## config.mk

```make
export PLATFORM = sky130hd
export DESIGN_NAME = popcount_accum_int16
export DESIGN_NICKNAME = d
export VERILOG_FILES = /design/src/rtl/popcount_pkg.sv /design/src/rtl/popcount_int16.sv /design/src/rtl/popcount_accum_int16.sv
export SDC_FILE = /design/constraint.sdc
export NUM_CORES = 1
export LEC_CHECK = 0
export CAP_MARGIN = 20
export CORE_MARGIN = 2
export CORE_UTILIZATION = 60
export CTS_BUF_LIST = sky130_fd_sc_hd__clkbuf_16
export CTS_CLUSTER_SIZE = 16
export DETAILED_ROUTE_END_ITERATION = 10
export DONT_BUFFER_PORTS = 1
export GPL_TIMING_DRIVEN = 0
export PLACE_DENSITY = 0.76
export REMOVE_ABC_BUFFERS = 1
export SYNTH_ARGS = -nofsm -noshare
export SYNTH_HDL_FRONTEND = slang
export SYNTH_SLANG_ARGS = --single-unit
```

## constraint.sdc

```tcl
create_clock -name clk -period 5.1 [get_ports clk]
set_input_delay 0.255 -clock clk [delete_from_list [all_inputs] [get_ports clk]]
set_output_delay 0.255 -clock clk [all_outputs]
set_load 0.02 [all_outputs]
```

## src/rtl/popcount_pkg.sv

```systemverilog
// Shared definitions for the frame popcount accumulator: defaults,
// frame-tracking state type and a width-generic saturating adder.
package popcount_pkg;

    localparam int CNT_WIDTH_DEF = 16;

    // Operand width of the saturating adder; accumulators up to 31 bits fit.
    localparam int SAT_W = 32;

    typedef enum logic [0:0] {
        ST_IDLE   = 1'b0,
        ST_ACTIVE = 1'b1
    } frame_state_e;

    // Adds a and b, clamps to 2^w-1. Returns {saturated, sum}.
    function automatic logic [SAT_W:0] sat_add(
        input logic [SAT_W-1:0] a,
        input logic [SAT_W-1:0] b,
        input int unsigned      w
    );
        logic [SAT_W:0] sum_v;
        logic [SAT_W:0] max_v;
        sum_v = {1'b0, a} + {1'b0, b};
        max_v = (33'd1 << w) - 33'd1;
        if (sum_v > max_v) begin
            sat_add = {1'b1, max_v[SAT_W-1:0]};
        end else begin
            sat_add = {1'b0, sum_v[SAT_W-1:0]};
        end
    endfunction

endpackage

```

## src/rtl/popcount_int16.sv

```systemverilog
// Combinational population count of a 16-bit word. IMPL_TYPE 0 uses a
// linear chain of adders, any other value a balanced adder tree.
module popcount_int16 #(
    parameter int IMPL_TYPE = 0
) (
    input  logic [15:0] i_data,
    output logic [4:0]  o_count
);

    generate
        if (IMPL_TYPE == 0) begin : g_chain
            logic [4:0] w_sum;

            // Ripple accumulation of each bit.
            always_comb begin
                w_sum = 5'd0;
                for (int i = 0; i < 16; i++) begin
                    w_sum = w_sum + {4'd0, i_data[i]};
                end
            end

            assign o_count = w_sum;
        end else begin : g_tree
            logic [1:0] w_l1 [8];
            logic [2:0] w_l2 [4];
            logic [3:0] w_l3 [2];

            // Pairwise reduction: bit pairs, then nibbles, then bytes.
            always_comb begin
                for (int i = 0; i < 8; i++) begin
                    w_l1[i] = {1'b0, i_data[2*i]} + {1'b0, i_data[2*i+1]};
                end
                for (int i = 0; i < 4; i++) begin
                    w_l2[i] = {1'b0, w_l1[2*i]} + {1'b0, w_l1[2*i+1]};
                end
                for (int i = 0; i < 2; i++) begin
                    w_l3[i] = {1'b0, w_l2[2*i]} + {1'b0, w_l2[2*i+1]};
                end
            end

            assign o_count = {1'b0, w_l3[0]} + {1'b0, w_l3[1]};
        end
    endgenerate

endmodule

```

## src/rtl/popcount_accum_int16.sv

```systemverilog
// Frame-level popcount accumulator: one pipeline register holding the
// per-word count, a saturating frame accumulator and a valid/ready result
// register that can be replaced in the same cycle it is consumed.
module popcount_accum_int16
    import popcount_pkg::*;
#(
    parameter int WIDTH     = 16,
    parameter int CNT_WIDTH = CNT_WIDTH_DEF,
    parameter int IMPL_TYPE = 0
) (
    input  logic                 clk,
    input  logic                 rst_n,
    input  logic                 in_valid,
    output logic                 in_ready,
    input  logic [WIDTH-1:0]     in_data,
    input  logic                 in_last,
    output logic                 out_valid,
    input  logic                 out_ready,
    output logic [CNT_WIDTH-1:0] out_count,
    output logic [CNT_WIDTH-1:0] out_words,
    output logic                 out_overflow
);

    generate
        if (WIDTH != 16) begin : g_width_chk
            $error("popcount_accum_int16: WIDTH must be 16");
        end
        if ((CNT_WIDTH < 5) || (CNT_WIDTH > 31)) begin : g_cnt_chk
            $error("popcount_accum_int16: CNT_WIDTH must be in 5..31");
        end
    endgenerate

    logic [4:0]           w_pc;
    logic                 r_s1_valid;
    logic [4:0]           r_s1_pc;
    logic                 r_s1_last;
    logic [CNT_WIDTH-1:0] r_acc_cnt;
    logic [CNT_WIDTH-1:0] r_acc_words;
    logic                 r_acc_ovf;
    logic                 r_out_valid;
    logic [CNT_WIDTH-1:0] r_out_count;
    logic [CNT_WIDTH-1:0] r_out_words;
    logic                 r_out_ovf;
    frame_state_e         r_state;
    frame_state_e         w_state_next;

    logic                 w_drain;
    logic                 w_drain_last;
    logic                 w_drain_mid;
    logic                 w_in_fire;
    logic [SAT_W:0]       w_cnt_add;
    logic [SAT_W:0]       w_words_add;
    logic [CNT_WIDTH-1:0] w_cnt_sum;
    logic [CNT_WIDTH-1:0] w_words_sum;
    logic                 w_sat;
    logic                 w_unused;

    popcount_int16 #(
        .IMPL_TYPE (IMPL_TYPE)
    ) u_popcount (
        .i_data  (in_data),
        .o_count (w_pc)
    );

    // A last beat may only leave S1 once the result register is free or
    // being emptied this cycle; non-last beats never wait.
    assign w_drain      = r_s1_valid && !(r_s1_last && r_out_valid && !out_ready);
    assign w_drain_last = w_drain && r_s1_last;
    assign w_drain_mid  = w_drain && !r_s1_last;
    assign in_ready     = !r_s1_valid || w_drain;
    assign w_in_fire    = in_valid && in_ready;

    assign w_cnt_add   = sat_add(SAT_W'(r_acc_cnt), SAT_W'(r_s1_pc), CNT_WIDTH);
    assign w_words_add = sat_add(SAT_W'(r_acc_words), 32'd1, CNT_WIDTH);
    assign w_cnt_sum   = w_cnt_add[CNT_WIDTH-1:0];
    assign w_words_sum = w_words_add[CNT_WIDTH-1:0];
    assign w_sat       = w_cnt_add[SAT_W] | w_words_add[SAT_W];
    // Upper adder bits are always zero after clamping to CNT_WIDTH.
    assign w_unused    = ^{w_cnt_add[SAT_W-1:CNT_WIDTH], w_words_add[SAT_W-1:CNT_WIDTH]};

    assign out_valid    = r_out_valid;
    assign out_count    = r_out_count;
    assign out_words    = r_out_words;
    assign out_overflow = r_out_ovf;

    // S1: capture the per-word popcount, release it when it drains.
    always_ff @(posedge clk or negedge rst_n) begin
        if (!rst_n) begin
            r_s1_valid <= 1'b0;
            r_s1_pc    <= 5'd0;
            r_s1_last  <= 1'b0;
        end else if (w_in_fire) begin
            r_s1_valid <= 1'b1;
            r_s1_pc    <= w_pc;
            r_s1_last  <= in_last;
        end else if (w_drain) begin
            r_s1_valid <= 1'b0;
        end else begin
            r_s1_valid <= r_s1_valid;
        end
    end

    // Frame accumulator: add on mid-frame drains, clear when the frame closes.
    always_ff @(posedge clk or negedge rst_n) begin
        if (!rst_n) begin
            r_acc_cnt   <= '0;
            r_acc_words <= '0;
            r_acc_ovf   <= 1'b0;
        end else if (w_drain_last) begin
            r_acc_cnt   <= '0;
            r_acc_words <= '0;
            r_acc_ovf   <= 1'b0;
        end else if (w_drain_mid) begin
            r_acc_cnt   <= w_cnt_sum;
            r_acc_words <= w_words_sum;
            r_acc_ovf   <= r_acc_ovf | w_sat;
        end else begin
            r_acc_cnt   <= r_acc_cnt;
            r_acc_words <= r_acc_words;
            r_acc_ovf   <= r_acc_ovf;
        end
    end

    // Result register: load on frame close (even while being consumed),
    // otherwise drop valid on acceptance and hold the data.
    always_ff @(posedge clk or negedge rst_n) begin
        if (!rst_n) begin
            r_out_valid <= 1'b0;
            r_out_count <= '0;
            r_out_words <= '0;
            r_out_ovf   <= 1'b0;
        end else if (w_drain_last) begin
            r_out_valid <= 1'b1;
            r_out_count <= w_cnt_sum;
            r_out_words <= w_words_sum;
            r_out_ovf   <= r_acc_ovf | w_sat;
        end else if (r_out_valid && out_ready) begin
            r_out_valid <= 1'b0;
        end else begin
            r_out_valid <= r_out_valid;
        end
    end

    // Frame-tracking state register.
    always_ff @(posedge clk or negedge rst_n) begin
        if (!rst_n) begin
            r_state <= ST_IDLE;
        end else begin
            r_state <= w_state_next;
        end
    end

    // Frame-tracking next state: any last drain closes the frame.
    always_comb begin
        w_state_next = r_state;
        case (r_state)
            ST_IDLE: begin
                if (w_drain_mid) begin
                    w_state_next = ST_ACTIVE;
                end else begin
                    w_state_next = ST_IDLE;
                end
            end
            ST_ACTIVE: begin
                if (w_drain_last) begin
                    w_state_next = ST_IDLE;
                end else begin
                    w_state_next = ST_ACTIVE;
                end
            end
            default: begin
                w_state_next = ST_IDLE;
            end
        endcase
    end

endmodule

```

==> impl_table.tex, run 1 <==
\begin{tabular}{lr}
\hline
Metric & Value \\
\hline
\multicolumn{2}{l}{\textbf{Run status}} \\
Result of the run & finished clean \\
\multicolumn{2}{l}{\textbf{Clock tree}} \\
TritonCTS clock tree & built \\
Clock transition at the register clock pins on the worst setup and hold paths after CTS & 0.05 ns \\
CTS Buf Count & 9 \\
Root buffer selected by CTS & clkbuf\_16 \\
Clock sink total & 74 \\
Number of buffers between clock root and the deepest sink & 2 \\
H-Tree Depth & 3 \\
Post-CTS setup buffers & 0 \\
Clk\_lat worst skew & 0.33 ns \\
\multicolumn{2}{l}{\textbf{Routing}} \\
M1 wire length & 3950 µm \\
DR pass1 iterations & 5 \\
Remaining design rule violation count & 0 \\
Routed vias/inst & 6.04 \\
Met3 Routed Length & 507 µm \\
Detailed-route wire length & about 9000 µm \\
Top layer in use & met4 \\
DR WL/cell & 16.4 µm \\
Wire length on met2 & 4410 µm \\
Total number of vias & approximately 3.3k \\
Initial DRC Count & 218 \\
Final antenna-violating net count & 0 \\
\multicolumn{2}{l}{\textbf{STA}} \\
Setup violation total in the final timing report & 0 \\
Final hold violation count & 0 \\
Final-layout worst hold slack & between 0.02 and 0.025 ns \\
Max-slew violation total from the final report & 0 \\
Maximum frequency from static timing analysis & about 280 MHz \\
Setup repair after global routing missed its margin & false \\
Relative slew slack & a little under two fifths \\
Worst clock skew & 0.00567 ns \\
Post-layout minimum cycle time & 3.55 ns \\
Final period util & 69.6\% \\
Worst-Margin Slew & 0.948 ns \\
Total negative slack & 0 ns \\
\multicolumn{2}{l}{\textbf{Yosys}} \\
Netlist Area Pre-Place & approximately 4300 µm² \\
Instance count of the mapped netlist & 463 \\
Combinational family with the most area after synthesis & compound AO/OA/AOI/OAI gates \\
Biggest area consumer among synthesized cells & dfrtp\_1 \\
Asr flop ratio synth & 100\% \\
Share of synthesized cell area in and, or, nand and nor gates & 15.8\% \\
Average size of a mapped cell & 9.33 µm² \\
Count of distinct cell types in the synthesized netlist & 56 \\
Cells taking the most area after synthesis & dfrtp\_1, a21oi\_1, fa\_1 \\
Post-synthesis register bit count & between 70 and 80 \\
Top cell type's share of synthesized area & 42.9\% \\
XOR/XNOR share of the synthesized area & 5.88\% \\
Main synth FF type & dfrtp\_1 \\
Count of yosys warnings during synthesis & 0 \\
Portion of netlist area occupied by mux cells & 1.51\% \\
Count of flip-flops with a built-in enable after synthesis & 0 \\
Fraction of the mapped netlist area in compound gates & between 10\% and 20\% \\
Part of the Yosys area used for sequential elements & 42.9\% \\
Synth Area in Adders & 8.57\% \\
\multicolumn{2}{l}{\textbf{Place}} \\
Detailed-placement wirelength estimate & 5990 µm \\
Placer's final routability congestion estimate & 0.844 \\
Total of buffers placed on input and output ports & 0 \\
\multicolumn{2}{l}{\textbf{Global route}} \\
Largest net degree at the start of global routing & 75 \\
Antenna violations before repair & 0 \\
Leftover overflow at the end of global routing & 0 \\
Total global-route track usage & 24.7\% \\
Number of global-route vias before repair & 3174 \\
Wire length of the first global-routing pass & 15000 µm \\
\multicolumn{2}{l}{\textbf{Min path}} \\
Worst hold path class & input pin to flip-flop \\
Hold path startpoint & out\_ready \\
Cell count of the worst hold path & 1 \\
Worst Hold End & out\_valid \\
\multicolumn{2}{l}{\textbf{Power and ir drop}} \\
Power after layout & $\sim$0.002 W \\
Cell Pwr Density & about 430 nW/µm² \\
Worst IR Drop VDD & 0.253 mV \\
Static leakage & around 2.1 nW \\
\multicolumn{2}{l}{\textbf{Worst setup path}} \\
Required @ worst endpoint & 5.30 ns \\
Critical-path cell with the highest stage delay & fa\_1 \\
Type of destination of the critical path & flip-flop \\
FF-to-FF setup slack & 2.09 ns \\
Worst setup SP type & input pin \\
Crit path kind & input pin to flip-flop \\
Critical R2R Capture & out\_words[9] \\
Cell Chain, Critical Path & ha\_1, inv\_1, fa\_1, fa\_1, fa\_1, fa\_1, inv\_1, fa\_1, fa\_1, a21o\_1, nand2\_1, o21ai\_0 \\
Reg2Reg Depth & 7 \\
Critical-path maximum fanout & 2 \\
Worst flop-to-flop path startpoint & r\_acc\_words[0] \\
Worst EP arrival & about 3.8 ns \\
Most frequent cell on the critical path & fa\_1 \\
CP max stage delay & 0.55 ns \\
\multicolumn{2}{l}{\textbf{Layout}} \\
Most common cell after layout, fill and taps aside & dfrtp\_1 \\
Final net count & 492 \\
Layout cells sized above 1 & 6.62\% \\
Most used cells in the layout excluding fill and tap cells & dfrtp\_1, nor2\_1, a21oi\_1, nand2\_1, inv\_1 \\
Number of filler cells placed in the layout & about 530 \\
Count of inserted antenna diode cells & 0 \\
Area added between synthesis and finish & 7.82\% \\
\multicolumn{2}{l}{\textbf{Die}} \\
Placeable Area & 6870 µm² \\
Horizontal extent of the die & 88.8 µm \\
Die area & 7890 µm² \\
Die boundary height & 88.8 µm \\
Effective utilization at floorplan & 62.9\% \\
Number of rows created at floorplan & 30 \\
Boundary pin count & 56 \\
\multicolumn{2}{l}{\textbf{Job}} \\
Max-cap violation count & 0 \\
\hline
\end{tabular}
[power breakdown]
| part | internal (W) | switching [W] | leakage (nW) |
|---|---|---|---|
| combinational | 0.000245 | 0.000305 | 1.04 |
| clock | 0.000319 | 0.000224 | 0.140 |
| sequential | 0.000710 | 0.000199 | 0.950 |
| total | 0.00127 | 0.000727 | 2.13 |
[through the flow]
stage          setup WS [ns]  cell area, µm²  instances  utilization [%]
2_1_floorplan           1.40            4190        432                -
5_1_grt                 1.44            4660        549             67.8
3_5_place_dp            1.21            4340        530             63.1
3_3_place_gp            1.27            4310        528             62.7
6_report                1.55            4660        549             67.8
4_1_cts                 1.53            4630        548             67.4
[layout make-up]
type	count	area, µm²	area share [%]
multi-input combinational	327	2220	47.6
timing repair buffer	5	95.1	2.04
clock inverter	7	30.0	0.645
inverter	31	116	2.50
tap	96	120	2.58
clock buffer	9	225	4.84
sequential	74	1850	39.8
[routing by layer]
metal  global-route usage, %  vias up
met5                       0        -
met1                    33.6     1596
li1                        -     1593
met4                    11.0        0
met3                    5.04       15
met2                    38.2      112
[sequential cells by signal (all words and copies together) (netlist names)]
register      flops
r_acc_ovf         1
r_acc_cnt        16
out_valid         1
r_s1_valid        1
r_s1_last         1
out_overflow      1
r_s1_pc           5
r_acc_words      16
out_count        16
out_words        16
[cells by family after synthesis]
group | Yosys count
simple gates | 138
compound gates | 131
flops | 74
buf+inv | 62
xor+xnor | 29
fa+ha+maj | 23
mux | 6
[worst max-delay path by stage]
stage                     startpoint          to  slack (ns)  depth (start not counted)
after detailed placement  in_data[0]  r_s1_pc[4]        1.21                         12
after floorplan           in_data[0]  r_s1_pc[4]        1.40                         12
after global placement    in_data[0]  r_s1_pc[4]        1.27                         12
after CTS                 in_data[0]  r_s1_pc[4]        1.53                         12
after global routing      in_data[0]  r_s1_pc[4]        1.44                         12
final                     in_data[0]  r_s1_pc[4]        1.55                         12
[critical path: cells and delay by family]
kind / cells / cell delay (ns)
adder cells (fa/ha/maj): 7 / 3.04
AND/OR/NAND/NOR: 1 / 0.07
buffers and inverters: 2 / 0.12
AO/OA/AOI/OAI: 2 / 0.28
[synth_stat cells (all sizes together), types with 2 or more instances]
| cell type | instances |
|---|---|
| o31ai | 3 |
| a22o | 3 |
| nand2b | 4 |
| and2 | 5 |
| a31oi | 24 |
| a21oi | 46 |
| nand4 | 6 |
| nor2 | 50 |
| inv | 31 |
| xnor2 | 12 |
| and4 | 3 |
| o22a | 9 |
| o21a | 3 |
| clkbuf | 23 |
| and3 | 4 |
| nor3b | 3 |
| nor3 | 5 |
| o21ai | 17 |
| buf | 8 |
| ha | 12 |
| a31o | 4 |
| mux2i | 2 |
| mux2 | 4 |
| a21o | 6 |
| a41oi | 3 |
| nor2b | 2 |
| dfrtp | 74 |
| fa | 11 |
| nand3 | 13 |
| a211oi | 3 |
| xor2 | 17 |
| nand2 | 36 |
| a41o | 4 |
[repair_timing]
item,in CTS,in global routing
hold buffers,2,0
gates resized for setup,0,0
endpoints found under the hold margin,74,0
(Power assumes the default switching activity.)
==> run 2, diff against run 1 <==
==> constraint.sdc (replaced) <==
create_clock -name clk -period 3.69 [get_ports clk]
set_input_delay 0.1845 -clock clk [delete_from_list [all_inputs] [get_ports clk]]
set_output_delay 0.1845 -clock clk [all_outputs]
set_load 0.02 [all_outputs]
==> impl_table.tex, run 2 (synthesized netlist as in run 1, its figures left out) <==
\begin{tabular}{lr}
\hline
Metric & Value \\
\hline
\multicolumn{2}{l}{\textbf{Place}} \\
Placed insts & 530 (unchanged) \\
Placer's final routability congestion estimate & 0.844 (unchanged) \\
Worst setup slack before clock tree synthesis & -0.127 ns (was 1.21 ns) \\
Total of buffers placed on input and output ports & 0 (unchanged) \\
Detailed-placement wirelength estimate & 5990 µm (unchanged) \\
\multicolumn{2}{l}{\textbf{Global route}} \\
Antenna violations before repair & 0 (unchanged) \\
Total global-route track usage & 24.8\% (was 24.7\%) \\
Number of global-route vias before repair & 3176 (was 3174) \\
Largest net degree at the start of global routing & 75 (unchanged) \\
Wire length of the first global-routing pass & 15000 µm (about the same) \\
Leftover overflow at the end of global routing & 0 (unchanged) \\
\multicolumn{2}{l}{\textbf{Clock tree}} \\
Number of buffers between clock root and the deepest sink & 2 (unchanged) \\
Root buffer selected by CTS & clkbuf\_16 (unchanged) \\
H-Tree Depth & 3 (unchanged) \\
Clock sink total & 74 (unchanged) \\
TritonCTS clock tree & built (unchanged) \\
CTS Buf Count & 9 (unchanged) \\
Count of instances resized after the clock tree is built & 0 (unchanged) \\
Clock transition at the register clock pins on the worst setup and hold paths after CTS & 0.05 ns (about the same) \\
Clk\_lat worst skew & 0.33 ns (about the same) \\
\multicolumn{2}{l}{\textbf{Worst setup path}} \\
Type of destination of the critical path & flip-flop (unchanged) \\
Required @ worst endpoint & 3.88 ns (was 5.30 ns) \\
Critical R2R Capture & out\_words[9] (unchanged) \\
Critical-path maximum fanout & 2 (unchanged) \\
Crit path kind & input pin to flip-flop (unchanged) \\
Worst flop-to-flop path startpoint & r\_acc\_words[0] (unchanged) \\
FF-to-FF setup slack & 0.66 ns (was 2.09 ns) \\
Worst EP arrival & 3.68 ns (was 3.75 ns) \\
Reg2Reg Depth & 7 (unchanged) \\
Worst setup SP type & input pin (unchanged) \\
\multicolumn{2}{l}{\textbf{Routing}} \\
Initial DRC Count & 262 (was 218) \\
Total number of vias & 3358 (was 3316) \\
Remaining design rule violation count & 0 (unchanged) \\
DR WL/cell & 16.4 µm (about the same) \\
Final antenna-violating net count & 0 (unchanged) \\
DR pass1 iterations & 5 (unchanged) \\
Routed vias/inst & 6.09 (was 6.04) \\
Detailed-route wire length & 9040 µm (was 9000 µm) \\
\multicolumn{2}{l}{\textbf{Die}} \\
Placeable Area & 6870 µm² (unchanged) \\
Horizontal extent of the die & 88.8 µm (unchanged) \\
Die boundary height & 88.8 µm (unchanged) \\
Effective utilization at floorplan & 62.9\% (unchanged) \\
Die area & 7890 µm² (unchanged) \\
Boundary pin count & 56 (unchanged) \\
Number of rows created at floorplan & 30 (unchanged) \\
\multicolumn{2}{l}{\textbf{Power and ir drop}} \\
Static leakage & 2.13 nW (about the same) \\
Worst IR Drop VDD & 0.350 mV (was 0.253 mV) \\
Cell Pwr Density & 591 nW/µm² (was 430 nW/µm²) \\
\multicolumn{2}{l}{\textbf{STA}} \\
Worst-Margin Slew & 0.945 ns (was 0.948 ns) \\
Final period util & between 90\% and 100\% \\
Setup violation total in the final timing report & 0 (unchanged) \\
Final hold violation count & 0 (unchanged) \\
Post-layout minimum cycle time & 3.48 ns \\
Total negative slack & 0 ns (unchanged) \\
Maximum frequency from static timing analysis & 287 MHz \\
Worst-case setup margin in the final layout & 0.205 ns (was 1.55 ns) \\
Relative slew slack & 37.0\% (was 36.8\%) \\
Worst clock skew & 0.00573 ns (was 0.00567 ns) \\
Max-slew violation total from the final report & 0 (unchanged) \\
Setup repair after global routing missed its margin & false (unchanged) \\
\multicolumn{2}{l}{\textbf{Job}} \\
Max-cap violation count & 0 (unchanged) \\
\multicolumn{2}{l}{\textbf{Min path}} \\
Worst Hold End & r\_s1\_last (was out\_valid) \\
Hold path startpoint & in\_last (was out\_ready) \\
Worst hold path class & input pin to flip-flop (unchanged) \\
Cell count of the worst hold path & 1 (unchanged) \\
\multicolumn{2}{l}{\textbf{Layout}} \\
Area added between synthesis and finish & 8.29\% (was 7.82\%) \\
Most common cell after layout, fill and taps aside & dfrtp\_1 (unchanged) \\
Count of inserted antenna diode cells & 0 (unchanged) \\
Most used cells in the layout excluding fill and tap cells & dfrtp\_1, nor2\_1, a21oi\_1, nand2\_1, inv\_1 (unchanged) \\
Layout cells sized above 1 & 6.59\% (was 6.62\%) \\
Final net count & 494 (was 492) \\
Non-filler cells, final & 551 (was 549) \\
\multicolumn{2}{l}{\textbf{Run status}} \\
Result of the run & finished clean (unchanged) \\
\hline
\end{tabular}
==> run 2: cell count changes in the layout (fill, tap and decap cells not counted) <==
cell / delta
dlygate4sd3_1: +2
==> run 2: worst max-delay path, stage by stage <==
cell and delay [ns]:
ha_1 0.27, inv_1 0.07, fa_1 0.44, fa_1 0.55, fa_1 0.44, fa_1 0.50
inv_1 0.05, fa_1 0.41, fa_1 0.43, a21o_1 0.21, nand2_1 0.07, o21ai_0 0.07
==> run 2: metal layers <==
| metal | vias to the layer above | global-route usage, % | share of wire, % |
|---|---|---|---|
| met4 | 0 | 11.0 | 1.6 |
| met3 | 17 | 4.57 | 5.4 |
| met1 | 1638 | 34.1 | 44 |
| li1 | 1600 | - | - |
| met2 | 103 | 38.5 | 49 |
| met5 | - | 0 | 0 |
==> run 2: how the worst max path moves through the flow <==
stage	from	endpoint	slack (ns)	cells past startpoint
floorplan	in_data[0]	r_s1_pc[4]	0.06	12
global placement	in_data[0]	r_s1_pc[4]	-0.07	12
detailed placement	in_data[0]	r_s1_pc[4]	-0.13	12
CTS	r_s1_last	out_count[7]	0.15	5
global route	in_data[0]	r_s1_pc[4]	0.1	12
finish	in_data[0]	r_s1_pc[4]	0.21	12
==> run 2: power by group <==
| group | switching [W] | internal, W |
|---|---|---|
| clock | 0.000308 | 0.000441 |
| combinational | 0.000421 | 0.000340 |
| sequential | 0.000275 | 0.000981 |
==> run 2: final cells by class <==
cell class              instances  area, µm²
clock buffers                   9        225
fillers                       528       2190
repair buffers                  7        115
inverters                      31        116
well taps                      96        120
flip-flops and latches         74       1850
multi-input cells             327       2220
clock inverters                 7       30.0
==> run 2: per-stage QoR <==
| stage | utilization (%) | area, µm² | power, W | hold slack, ns |
|---|---|---|---|---|
| after floorplan | - | 4190 | 0.00182 | -0.111 |
| after detailed placement | 63.1 | 4340 | 0.00200 | -0.109 |
| after global routing | 68.1 | 4680 | 0.00296 | 0.0155 |
| final | 68.1 | 4680 | 0.00277 | 0.0183 |
| after global placement | 62.7 | 4310 | 0.00196 | -0.109 |
| after CTS | 67.7 | 4650 | 0.00278 | 0.0143 |
==> run 2: what timing repair did <==
item                                   CTS  global route
setup endpoints to repair                0             0
buffers inserted                         0             0
hold buffers                             4             0
endpoints found under the hold margin   76             0
==> run 3, diff against run 2 <==
--- a/config.mk
+++ b/config.mk
@@ -6,6 +6,7 @@
 export NUM_CORES = 1
 export LEC_CHECK = 0
 export CAP_MARGIN = 20
+export CORE_ASPECT_RATIO = 1.75
 export CORE_MARGIN = 2
 export CORE_UTILIZATION = 60
 export CTS_BUF_LIST = sky130_fd_sc_hd__clkbuf_16
@@ -14,7 +15,6 @@
 export DONT_BUFFER_PORTS = 1
 export GPL_TIMING_DRIVEN = 0
 export PLACE_DENSITY = 0.76
-export REMOVE_ABC_BUFFERS = 1
 export SYNTH_ARGS = -nofsm -noshare
 export SYNTH_HDL_FRONTEND = slang
 export SYNTH_SLANG_ARGS = --single-unit
==> impl_table.tex, run 3 (synthesized netlist as in run 1, its figures left out) <==
\begin{tabular}{lr}
\hline
Metric & Value \\
\hline
\multicolumn{2}{l}{\textbf{Worst setup path}} \\
Path length in cells of the critical path & 12 (unchanged) \\
Required @ worst endpoint & 3.89 ns (was 3.88 ns) \\
Top delay family on crit path & adder cells (unchanged) \\
Reg2Reg Depth & 10 (was 7) \\
Critical R2R Capture & out\_overflow (was out\_words[9]) \\
Worst flop-to-flop path startpoint & r\_acc\_cnt[0] (was r\_acc\_words[0]) \\
Critical-path cell with the highest stage delay & fa\_1 (unchanged) \\
Worst Setup SP & in\_data[0] (unchanged) \\
Critical-path maximum fanout & 2 (unchanged) \\
Critical Path End & r\_s1\_pc[4] (unchanged) \\
Total buffers and inverters traversed by the critical path & 2 (unchanged) \\
Worst EP arrival & 3.63 ns (was 3.68 ns) \\
Most frequent cell on the critical path & fa\_1 (unchanged) \\
Cell Chain, Critical Path & ha\_1, inv\_1, fa\_1, fa\_1, fa\_1, fa\_1, inv\_1, fa\_1, fa\_1, a21o\_1, nand2\_1, o21ai\_0 (unchanged) \\
Crit path kind & input pin to flip-flop (unchanged) \\
Worst setup SP type & input pin (unchanged) \\
FF-to-FF setup slack & 0.97 ns (was 0.66 ns) \\
Type of destination of the critical path & flip-flop (unchanged) \\
CP max stage delay & 0.55 ns (about the same) \\
\multicolumn{2}{l}{\textbf{Layout}} \\
Most common cell after layout, fill and taps aside & dfrtp\_1 (unchanged) \\
Layout cells sized above 1 & 7.02\% (was 6.59\%) \\
Area added between synthesis and finish & 10.5\% (was 8.29\%) \\
Final net count & 523 (was 494) \\
Non-filler cells, final & 570 (was 551) \\
Count of inserted antenna diode cells & 0 (unchanged) \\
Number of filler cells placed in the layout & 553 (was 528) \\
Fraction of the core area covered by cells at the end of the flow & 67.4\% (was 68.1\%) \\
Most used cells in the layout excluding fill and tap cells & dfrtp\_1, nor2\_1, a21oi\_1, nand2\_1, inv\_1 (unchanged) \\
\multicolumn{2}{l}{\textbf{Die}} \\
Die area & 7920 µm² (was 7890 µm²) \\
Horizontal extent of the die & 68.1 µm (was 88.8 µm) \\
Die boundary height & 116 µm (was 88.8 µm) \\
Number of rows created at floorplan & 41 (was 30) \\
Boundary pin count & 56 (unchanged) \\
Placeable Area & 7080 µm² (was 6870 µm²) \\
Effective utilization at floorplan & 61.0\% (was 62.9\%) \\
\multicolumn{2}{l}{\textbf{STA}} \\
Setup repair after global routing missed its margin & false (unchanged) \\
Setup violation total in the final timing report & 0 (unchanged) \\
Worst clock skew & 0.00811 ns (was 0.00573 ns) \\
Max-slew violation total from the final report & 0 (unchanged) \\
Maximum frequency from static timing analysis & 292 MHz (was 287 MHz) \\
Relative slew slack & 53.8\% (was 37.0\%) \\
Post-layout minimum cycle time & 3.43 ns (was 3.48 ns) \\
Worst-Margin Slew & 0.693 ns (was 0.945 ns) \\
Total negative slack & 0 ns (unchanged) \\
Final hold violation count & 0 (unchanged) \\
Final period util & 92.9\% (was 94.4\%) \\
\multicolumn{2}{l}{\textbf{Min path}} \\
Worst hold path class & input pin to flip-flop (unchanged) \\
\multicolumn{2}{l}{\textbf{Routing}} \\
Detailed-route wire length & 11000 µm (was 9040 µm) \\
Total number of vias & 3530 (was 3358) \\
Routed vias/inst & 6.19 (was 6.09) \\
Final antenna-violating net count & 0 (unchanged) \\
Remaining design rule violation count & 0 (unchanged) \\
DR WL/cell & 19.3 µm (was 16.4 µm) \\
Initial DRC Count & 284 (was 262) \\
DR pass1 iterations & 4 (was 5) \\
\multicolumn{2}{l}{\textbf{Power and ir drop}} \\
Cell Pwr Density & 606 nW/µm² (was 591 nW/µm²) \\
Power after layout & 0.00289 W (was 0.00277 W) \\
Worst IR Drop VDD & 0.496 mV (was 0.350 mV) \\
Static leakage & 2.19 nW (was 2.13 nW) \\
\multicolumn{2}{l}{\textbf{Global route}} \\
Wire length of the first global-routing pass & 17500 µm (was 15000 µm) \\
Largest net degree at the start of global routing & 75 (unchanged) \\
Total global-route track usage & 30.5\% (was 24.8\%) \\
Number of global-route vias before repair & 3586 (was 3176) \\
Leftover overflow at the end of global routing & 0 (unchanged) \\
Antenna violations before repair & 0 (unchanged) \\
\multicolumn{2}{l}{\textbf{Clock tree}} \\
Hold-fix buffer count after cts & 4 (unchanged) \\
Number of buffers between clock root and the deepest sink & 2 (unchanged) \\
Clock sink total & 74 (unchanged) \\
Clock transition at the register clock pins on the worst setup and hold paths after CTS & 0.05 ns (about the same) \\
TritonCTS clock tree & built (unchanged) \\
Root buffer selected by CTS & clkbuf\_16 (unchanged) \\
Post-CTS setup buffers & 0 (unchanged) \\
Count of instances resized after the clock tree is built & 0 (unchanged) \\
Clk\_lat worst skew & 0.34 ns (was 0.33 ns) \\
H-Tree Depth & 3 (unchanged) \\
CTS Buf Count & 9 (unchanged) \\
\multicolumn{2}{l}{\textbf{Job}} \\
Max-cap violation count & 0 (unchanged) \\
\multicolumn{2}{l}{\textbf{Run status}} \\
Result of the run & finished clean (unchanged) \\
\multicolumn{2}{l}{\textbf{Place}} \\
Placer's final routability congestion estimate & 0.921 (was 0.844) \\
Detailed-placement wirelength estimate & 7980 µm (was 5990 µm) \\
Total of buffers placed on input and output ports & 0 (unchanged) \\
Placed insts & 549 (was 530) \\
\multicolumn{2}{l}{\textbf{Yosys}} \\
Post-synthesis net count & between 500 and 600 \\
\hline
\end{tabular}
==> run 3: changes by cell type in the layout (fill, tap and decap cells not counted), sizes merged <==
cell / previous run / this run
clkbuf: 9 / 32
buf: 4 / 9
bufinv: 0 / 1
dlygate4sd3: 3 / 4
inv: 34 / 33
==> run 3: power by group <==
part           switching [W]  internal, W  leakage (nW)  total [W]
Sequential          0.000261     0.000981         0.950    0.00124
Combinational       0.000477     0.000344          1.09   0.000821
Clock               0.000321     0.000509         0.142   0.000830
Total                0.00106      0.00183          2.19    0.00289
==> run 3: worst register-to-register path, stage by stage, from the launching register on <==
cell      delay [ns]
dfrtp_1         0.35
ha_1            0.23
inv_1           0.08
fa_1            0.41
nor2b_1         0.20
o211ai_1        0.19
a2111o_1        0.55
clkbuf_1        0.29
nand2_1         0.15
nor3_1          0.07
a21oi_2         0.15
==> run 3: layout make-up <==
| type | instances | area (µm²) | share of cell area, % |
|---|---|---|---|
| multi-input combinational | 327 | 2220 | 46.5 |
| sequential | 74 | 1850 | 38.8 |
| clock buffer | 9 | 225 | 4.72 |
| buffer | 31 | 133 | 2.78 |
| inverter | 31 | 116 | 2.44 |
| tap | 86 | 108 | 2.25 |
| timing repair buffer | 5 | 67.6 | 1.42 |
| clock inverter | 7 | 52.6 | 1.10 |
==> run 3: metal layers <==
layer | wire (µm) | vias to the layer above | GRT usage, % | share of wire (%)
li1 | - | 1649 | - | -
met1 | 3870 | 1707 | 32.1 | 35
met4 | 695 | 0 | 20.1 | 6.3
met5 | 0 | - | 0 | 0
met3 | 616 | 43 | 6.55 | 5.6
met2 | 5820 | 131 | 52.9 | 53
==> run 3: worst min path at each step <==
stage	startpoint	endpoint	cells after the start
6_report	in_data[5]	r_s1_pc[0]	2
2_1_floorplan	rst_n	out_count[0]	0
3_3_place_gp	rst_n	out_words[0]	0
3_5_place_dp	rst_n	out_words[0]	0
4_1_cts	in_last	r_s1_last	1
5_1_grt	in_data[5]	r_s1_pc[0]	2
==> run 3: stage by stage <==
stage	instance area, µm²	hold slack [ns]	setup WS [ns]
floorplan	4320	-0.111	0.0613
global placement	4430	-0.109	-0.0774
detailed placement	4430	-0.109	-0.0919
CTS	4760	0.000211	0.232
global route	4770	0.158	0.136
finish	4770	0.152	0.261
